`src/rtl/cache_mem_arbiter.sv`:
```
// cache_mem_arbiter: shares one memory read channel and one write channel
// between the instruction cache (client 0) and the data cache (client 1).
// The read path keeps one read outstanding and steers its return beats back
// to the granted client. The write path is a one-entry buffer for dcache
// evictions. A read to the buffered line waits until that write is
// acknowledged.
// Optional build macro ARB_RR_EN selects round-robin arbitration between
// the two caches. Without it, the dcache has fixed priority.
module cache_mem_arbiter #(
  parameter int LINE_OFF_W = 4
) (
  input  logic         clk,
  input  logic         reset,
  input  logic [1:0]   cl_rd_req,
  input  logic [5:0]   cl_rd_type,
  input  logic [63:0]  cl_rd_addr,
  output logic [1:0]   cl_rd_rdy,
  output logic [1:0]   cl_ret_valid,
  output logic [1:0]   cl_ret_last,
  output logic [31:0]  cl_ret_data,
  input  logic         dc_wr_req,
  input  logic [2:0]   dc_wr_type,
  input  logic [31:0]  dc_wr_addr,
  input  logic [3:0]   dc_wr_wstrb,
  input  logic [127:0] dc_wr_data,
  output logic         dc_wr_rdy,
  output logic         mem_rd_req,
  output logic [2:0]   mem_rd_type,
  output logic [31:0]  mem_rd_addr,
  input  logic         mem_rd_rdy,
  input  logic         mem_ret_valid,
  input  logic         mem_ret_last,
  input  logic [31:0]  mem_ret_data,
  output logic         mem_wr_req,
  output logic [2:0]   mem_wr_type,
  output logic [31:0]  mem_wr_addr,
  output logic [3:0]   mem_wr_wstrb,
  output logic [127:0] mem_wr_data,
  input  logic         mem_wr_rdy,
  input  logic         mem_wr_bvalid
);

  typedef enum logic [1:0] {R_IDLE, R_REQ, R_DATA} rd_state_t;
  typedef enum logic [1:0] {W_IDLE, W_REQ, W_RESP} wr_state_t;

  rd_state_t    rd_state;
  wr_state_t    wr_state;
  logic         gnt;
  logic [2:0]   rd_type;
  logic [31:0]  rd_addr;
  logic [2:0]   wbuf_type;
  logic [31:0]  wbuf_addr;
  logic [3:0]   wbuf_wstrb;
  logic [127:0] wbuf_data;
  logic [1:0]   hazard;
  logic [1:0]   eligible;
  logic         sel;
  logic         grant;
  logic         ret_beat;

`ifdef ARB_RR_EN
  logic         last_gnt;
`endif

  // Find which requesting clients are blocked by the buffered write, then pick a winner
  always_comb begin
    hazard[0] = (wr_state != W_IDLE) &&
                (cl_rd_addr[31:LINE_OFF_W] == wbuf_addr[31:LINE_OFF_W]);
    hazard[1] = (wr_state != W_IDLE) &&
                (cl_rd_addr[63:32+LINE_OFF_W] == wbuf_addr[31:LINE_OFF_W]);
    eligible  = cl_rd_req & ~hazard;
`ifdef ARB_RR_EN
    sel = (&eligible) ? ~last_gnt : eligible[1];
`else
    sel = eligible[1];
`endif
    grant     = (rd_state == R_IDLE) && (|eligible) && !reset;
    cl_rd_rdy = grant ? (sel ? 2'b10 : 2'b01) : 2'b00;
  end

  // Pass return beats straight through to the client that owns the read
  always_comb begin
    ret_beat     = (rd_state == R_DATA) && mem_ret_valid;
    cl_ret_valid = gnt ? {ret_beat, 1'b0} : {1'b0, ret_beat};
    cl_ret_last  = gnt ? {ret_beat & mem_ret_last, 1'b0}
                       : {1'b0, ret_beat & mem_ret_last};
  end

  assign cl_ret_data  = mem_ret_data;
  assign mem_rd_req   = (rd_state == R_REQ);
  assign mem_rd_type  = rd_type;
  assign mem_rd_addr  = rd_addr;
  assign dc_wr_rdy    = (wr_state == W_IDLE);
  assign mem_wr_req   = (wr_state == W_REQ);
  assign mem_wr_type  = wbuf_type;
  assign mem_wr_addr  = wbuf_addr;
  assign mem_wr_wstrb = wbuf_wstrb;
  assign mem_wr_data  = wbuf_data;

  // Read FSM: grant, latch the request, issue it, then wait for the last beat
  always_ff @(posedge clk) begin
    if (reset) begin
      rd_state <= R_IDLE;
      gnt      <= 1'b0;
      rd_type  <= 3'b000;
      rd_addr  <= 32'h0;
`ifdef ARB_RR_EN
      last_gnt <= 1'b1;
`endif
    end else begin
      case (rd_state)
        R_IDLE: begin
          if (grant) begin
            rd_state <= R_REQ;
            gnt      <= sel;
            rd_type  <= sel ? cl_rd_type[5:3] : cl_rd_type[2:0];
            rd_addr  <= sel ? cl_rd_addr[63:32] : cl_rd_addr[31:0];
`ifdef ARB_RR_EN
            last_gnt <= sel;
`endif
          end
        end
        R_REQ: begin
          if (mem_rd_rdy) rd_state <= R_DATA;
        end
        R_DATA: begin
          if (mem_ret_valid && mem_ret_last) rd_state <= R_IDLE;
        end
        default: rd_state <= R_IDLE;
      endcase
    end
  end

  // Write FSM: capture an eviction, offer it to the bridge, wait for the response
  always_ff @(posedge clk) begin
    if (reset) begin
      wr_state   <= W_IDLE;
      wbuf_type  <= 3'b000;
      wbuf_addr  <= 32'h0;
      wbuf_wstrb <= 4'h0;
      wbuf_data  <= 128'h0;
    end else begin
      case (wr_state)
        W_IDLE: begin
          if (dc_wr_req) begin
            wr_state   <= W_REQ;
            wbuf_type  <= dc_wr_type;
            wbuf_addr  <= dc_wr_addr;
            wbuf_wstrb <= dc_wr_wstrb;
            wbuf_data  <= dc_wr_data;
          end
        end
        W_REQ: begin
          if (mem_wr_rdy) wr_state <= W_RESP;
        end
        W_RESP: begin
          if (mem_wr_bvalid) wr_state <= W_IDLE;
        end
        default: wr_state <= W_IDLE;
      endcase
    end
  end

endmodule
```
`config.mk`:
```
export PLATFORM = sky130hd
export DESIGN_NAME = cache_mem_arbiter
export DESIGN_NICKNAME = d
export VERILOG_FILES = /design/src/rtl/cache_mem_arbiter.sv
export SDC_FILE = /design/constraint.sdc
export NUM_CORES = 1
export LEC_CHECK = 0
export BUFFER_PORTS_ARGS = -buffer_cell sky130_fd_sc_hd__buf_2
export CORE_AREA = 4 4 198 200
export CTS_CLUSTER_SIZE = 25
export DETAILED_ROUTE_END_ITERATION = 10
export DIE_AREA = 0 0 202 204
export PLACE_DENSITY = 0.54
export REMOVE_ABC_BUFFERS = 1
export SYNTH_ARGS = -nofsm -noshare
export SYNTH_HDL_FRONTEND = slang
export SYNTH_SLANG_ARGS = --single-unit
export TNS_END_PERCENT = 50
```
`constraint.sdc`:
```
create_clock -name clk -period 3.2 [get_ports clk]
set_input_delay 0.8 -clock clk [delete_from_list [all_inputs] [get_ports clk]]
set_output_delay 0.8 -clock clk [all_outputs]
set_load 0.005 [all_outputs]
```
==> flow_summary.json <==
{
  "vias": 8759,
  "synth_cell_type_count": 32,
  "clockRootBuffer": "clkbuf_16",
  "die_w_um": 202,
  "setup_viol": 0,
  "max_slew_margin": 0.1713,
  "p_int_mw": 4.821,
  "cts.sinks": 207,
  "rows": 71,
  "netlist_area_um2": 8357,
  "pwr-share-comb": 0.151,
  "gp_congestion": 0.9169,
  "n_antenna_cell": 0,
  "path_max_fanout": 4,
  "endpoint_kind": "primary output",
  "hold_path.class": "flop to flop",
  "synthToLayoutAreaGrowth_pct": 40.14,
  "holdBufCountCts": 0,
  "synth_area_leaders": "dfxtp_1 50%, nand2_1 15%, a21oi_1 12%",
  "min_period_ns": 3.104,
  "irDropWorstVdd_mv": 0.3430,
  "grt-ovfl-total": 0,
  "power_switching_mw": 1.760,
  "wl_per_cell_um": 17.15,
  "synth-seq-cells": 207,
  "synthTopCellsByCount": "337 x nand2_1, 207 x dfxtp_1, 204 x a21oi_1",
  "fmax_ghz": 0.3221,
  "maxCapViolations": 0,
  "seqPwrFrac": 0.434,
  "slew_viol_final": 0,
  "p_leak_nw": 5.496,
  "hpwlAfterDp_um": 24750,
  "final_antenna_net_count": 0,
  "synthArstFlopShare": 0,
  "rsz0062_at_grt": "false",
  "yosys.area.top_type_share": 0.4959,
  "viasPerCell": 4.487,
  "synth_enable_flop_cells": 0,
  "insertion_delay_ns": 0.52,
  "synth.avg_cell_area_um2": 8.121,
  "numPortBuffers": 457,
  "drcViolationCount": 0,
  "status": "complete, no violations",
  "cts_max_level": 1,
  "die_y_um": 204,
  "grt_pass1_vias": 8646,
  "p_sw_frac": 0.2675,
  "io_pins": 522,
  "synthCells": 1029,
  "worstPathArrival_ns": 2.30,
  "fp.dieArea_um2": 41210,
  "drt_wl_total_um": 33480,
  "skew_ns": 0.01324,
  "clock_path_buffers": 3,
  "worst_pin_slew_ns": 1.243,
  "core_um2": 37400,
  "clk_pin_slew_ns": 0.06,
  "grtUsageTotal": 0.1494,
  "power_frac_clock": 0.415,
  "yosysWarnings": 0,
  "start_kind": "flop",
  "cts_tree": "done",
  "postCtsSetupRepairBufs": 0,
  "nets": 1705,
  "grt_pass1_wl_um": 49850,
  "synth_top_area_cell": "dfxtp_1",
  "stdcell_count": 1952,
  "crit_required_ns": 2.40,
  "drive_gt1_frac": 0.3664,
  "dr.pass1.iters": 4,
  "drtIter0Drc": 367,
  "ys_seq_area_frac": 0.4959,
  "pre_cts_slack_ns": -0.04957,
  "yosysMostFrequentCell": "nand2_1",
  "worstSetupPathType": "flop to primary output",
  "grt_max_degree": 208,
  "hold_viol_final": 0,
  "placed_cells": 1911,
  "yosys_most_used_dff": "dfxtp_1",
  "layout_setup_ws_ns": 0.09571,
  "cts_buffers": 24,
  "antenna_found_initial": 2,
  "fin_crit_sh": 0.9701,
  "start_util": 0.2234,
  "power_density_nw_per_um2": 561.9
}
-- layout make-up --
class	instances	area (um^2)
Fill cell	4080	25690
Sequential cell	207	4144
Multi-Input combinational cell	712	3596
Timing Repair Buffer	480	2554
Clock buffer	34	689.4
Tap cell	511	639.4
Clock inverter	7	85.08
Inverter	1	3.754
-- logic make-up after synthesis --
family                    synth area share
AOI/OAI and AO/OA                   0.1665
buffers and inverters              0.07726
and+or+nand+nor                     0.2017
DFF                                 0.4959
xor gates and xnor gates           0.05869
-- power groups by stage --
| stage | Clock (mW) | Sequential, mW | Combinational (mW) |
|---|---|---|---|
| floorplan | 0 | 2.92 | 0.399 |
| global placement | 0 | 2.91 | 0.995 |
| detailed placement | 0 | 2.91 | 1.00 |
| CTS | 2.82 | 2.86 | 1.00 |
| global route | 2.91 | 2.88 | 1.10 |
| finish | 2.73 | 2.86 | 0.993 |
-- final timing paths --
path	slack, ns	cells after the start	startpoint	endpoint
min	0.45	2	mem_wr_data[21]	mem_wr_data[21]
max reg2reg	0.71	7	mem_wr_addr[8]	mem_rd_addr[31]
max	0.1	6	mem_wr_addr[8]	cl_rd_rdy[0]
min reg2reg	0.45	2	mem_wr_data[21]	mem_wr_data[21]
-- metal layers --
layer / global-route usage / vias up / routed length (um)
li1: - / 4204 / -
met4: 0.05518 / 4 / 1041
met5: 0 / - / 24
met2: 0.2469 / 460 / 15560
met3: 0.06680 / 60 / 3974
met1: 0.1710 / 4031 / 12890
-- through the flow --
stage	util	instance area, um^2	TNS [ns]	power [mW]	hold slack, ns
3_5_place_dp	0.2919	10920	-0.08681	3.913	0.4430
2_1_floorplan	-	7715	-122.56	3.317	0.4467
4_1_cts	0.3128	11700	0	6.686	0.4512
5_1_grt	0.3131	11710	0	6.883	0.4641
3_3_place_gp	0.2919	10920	-0.2183	3.903	0.4384
6_report	0.3131	11710	0	6.581	0.4498
-- flip-flops by register name, summed over array words and instances (netlist names) --
| signal | count |
|---|---|
| mem_rd_type | 3 |
| mem_wr_addr | 32 |
| rd_state | 2 |
| gnt | 1 |
| wr_state | 2 |
| mem_rd_addr | 32 |
| mem_wr_data | 128 |
| mem_wr_wstrb | 4 |
| mem_wr_type | 3 |
-- timing repair --
action,CTS,global route
gates resized for setup,1,2
pin swaps,0,1
endpoints found under the hold margin,0,0
setup endpoints to repair,2,2
-- placed cells by master, fill, tap and decap left out, types with 2 or more instances in the layout --
master / instances
a21oi_1: 204
bufinv_16: 2
nand2b_1: 3
nor4_1: 6
buf_4: 16
clkinv_2: 5
nor3_1: 3
nor4_2: 6
nor2b_1: 3
buf_2: 456
clkbuf_1: 6
dfxtp_1: 207
clkbuf_16: 25
and2_1: 4
clkbuf_8: 3
nand2_1: 336
nand3_1: 35
nand4_1: 3
nor2_1: 6
buf_12: 7
a32oi_1: 35
xor2_1: 56
-- critical path, cell delays in order, from the launching register on --
cell	delay [ns]
dfxtp_1	0.36
xor2_1	0.19
nor4_1	0.48
nand4_1	0.30
o21ai_4	0.20
and2_1	0.14
buf_2	0.10
Note: power is estimated with default switching activity, not from simulation.
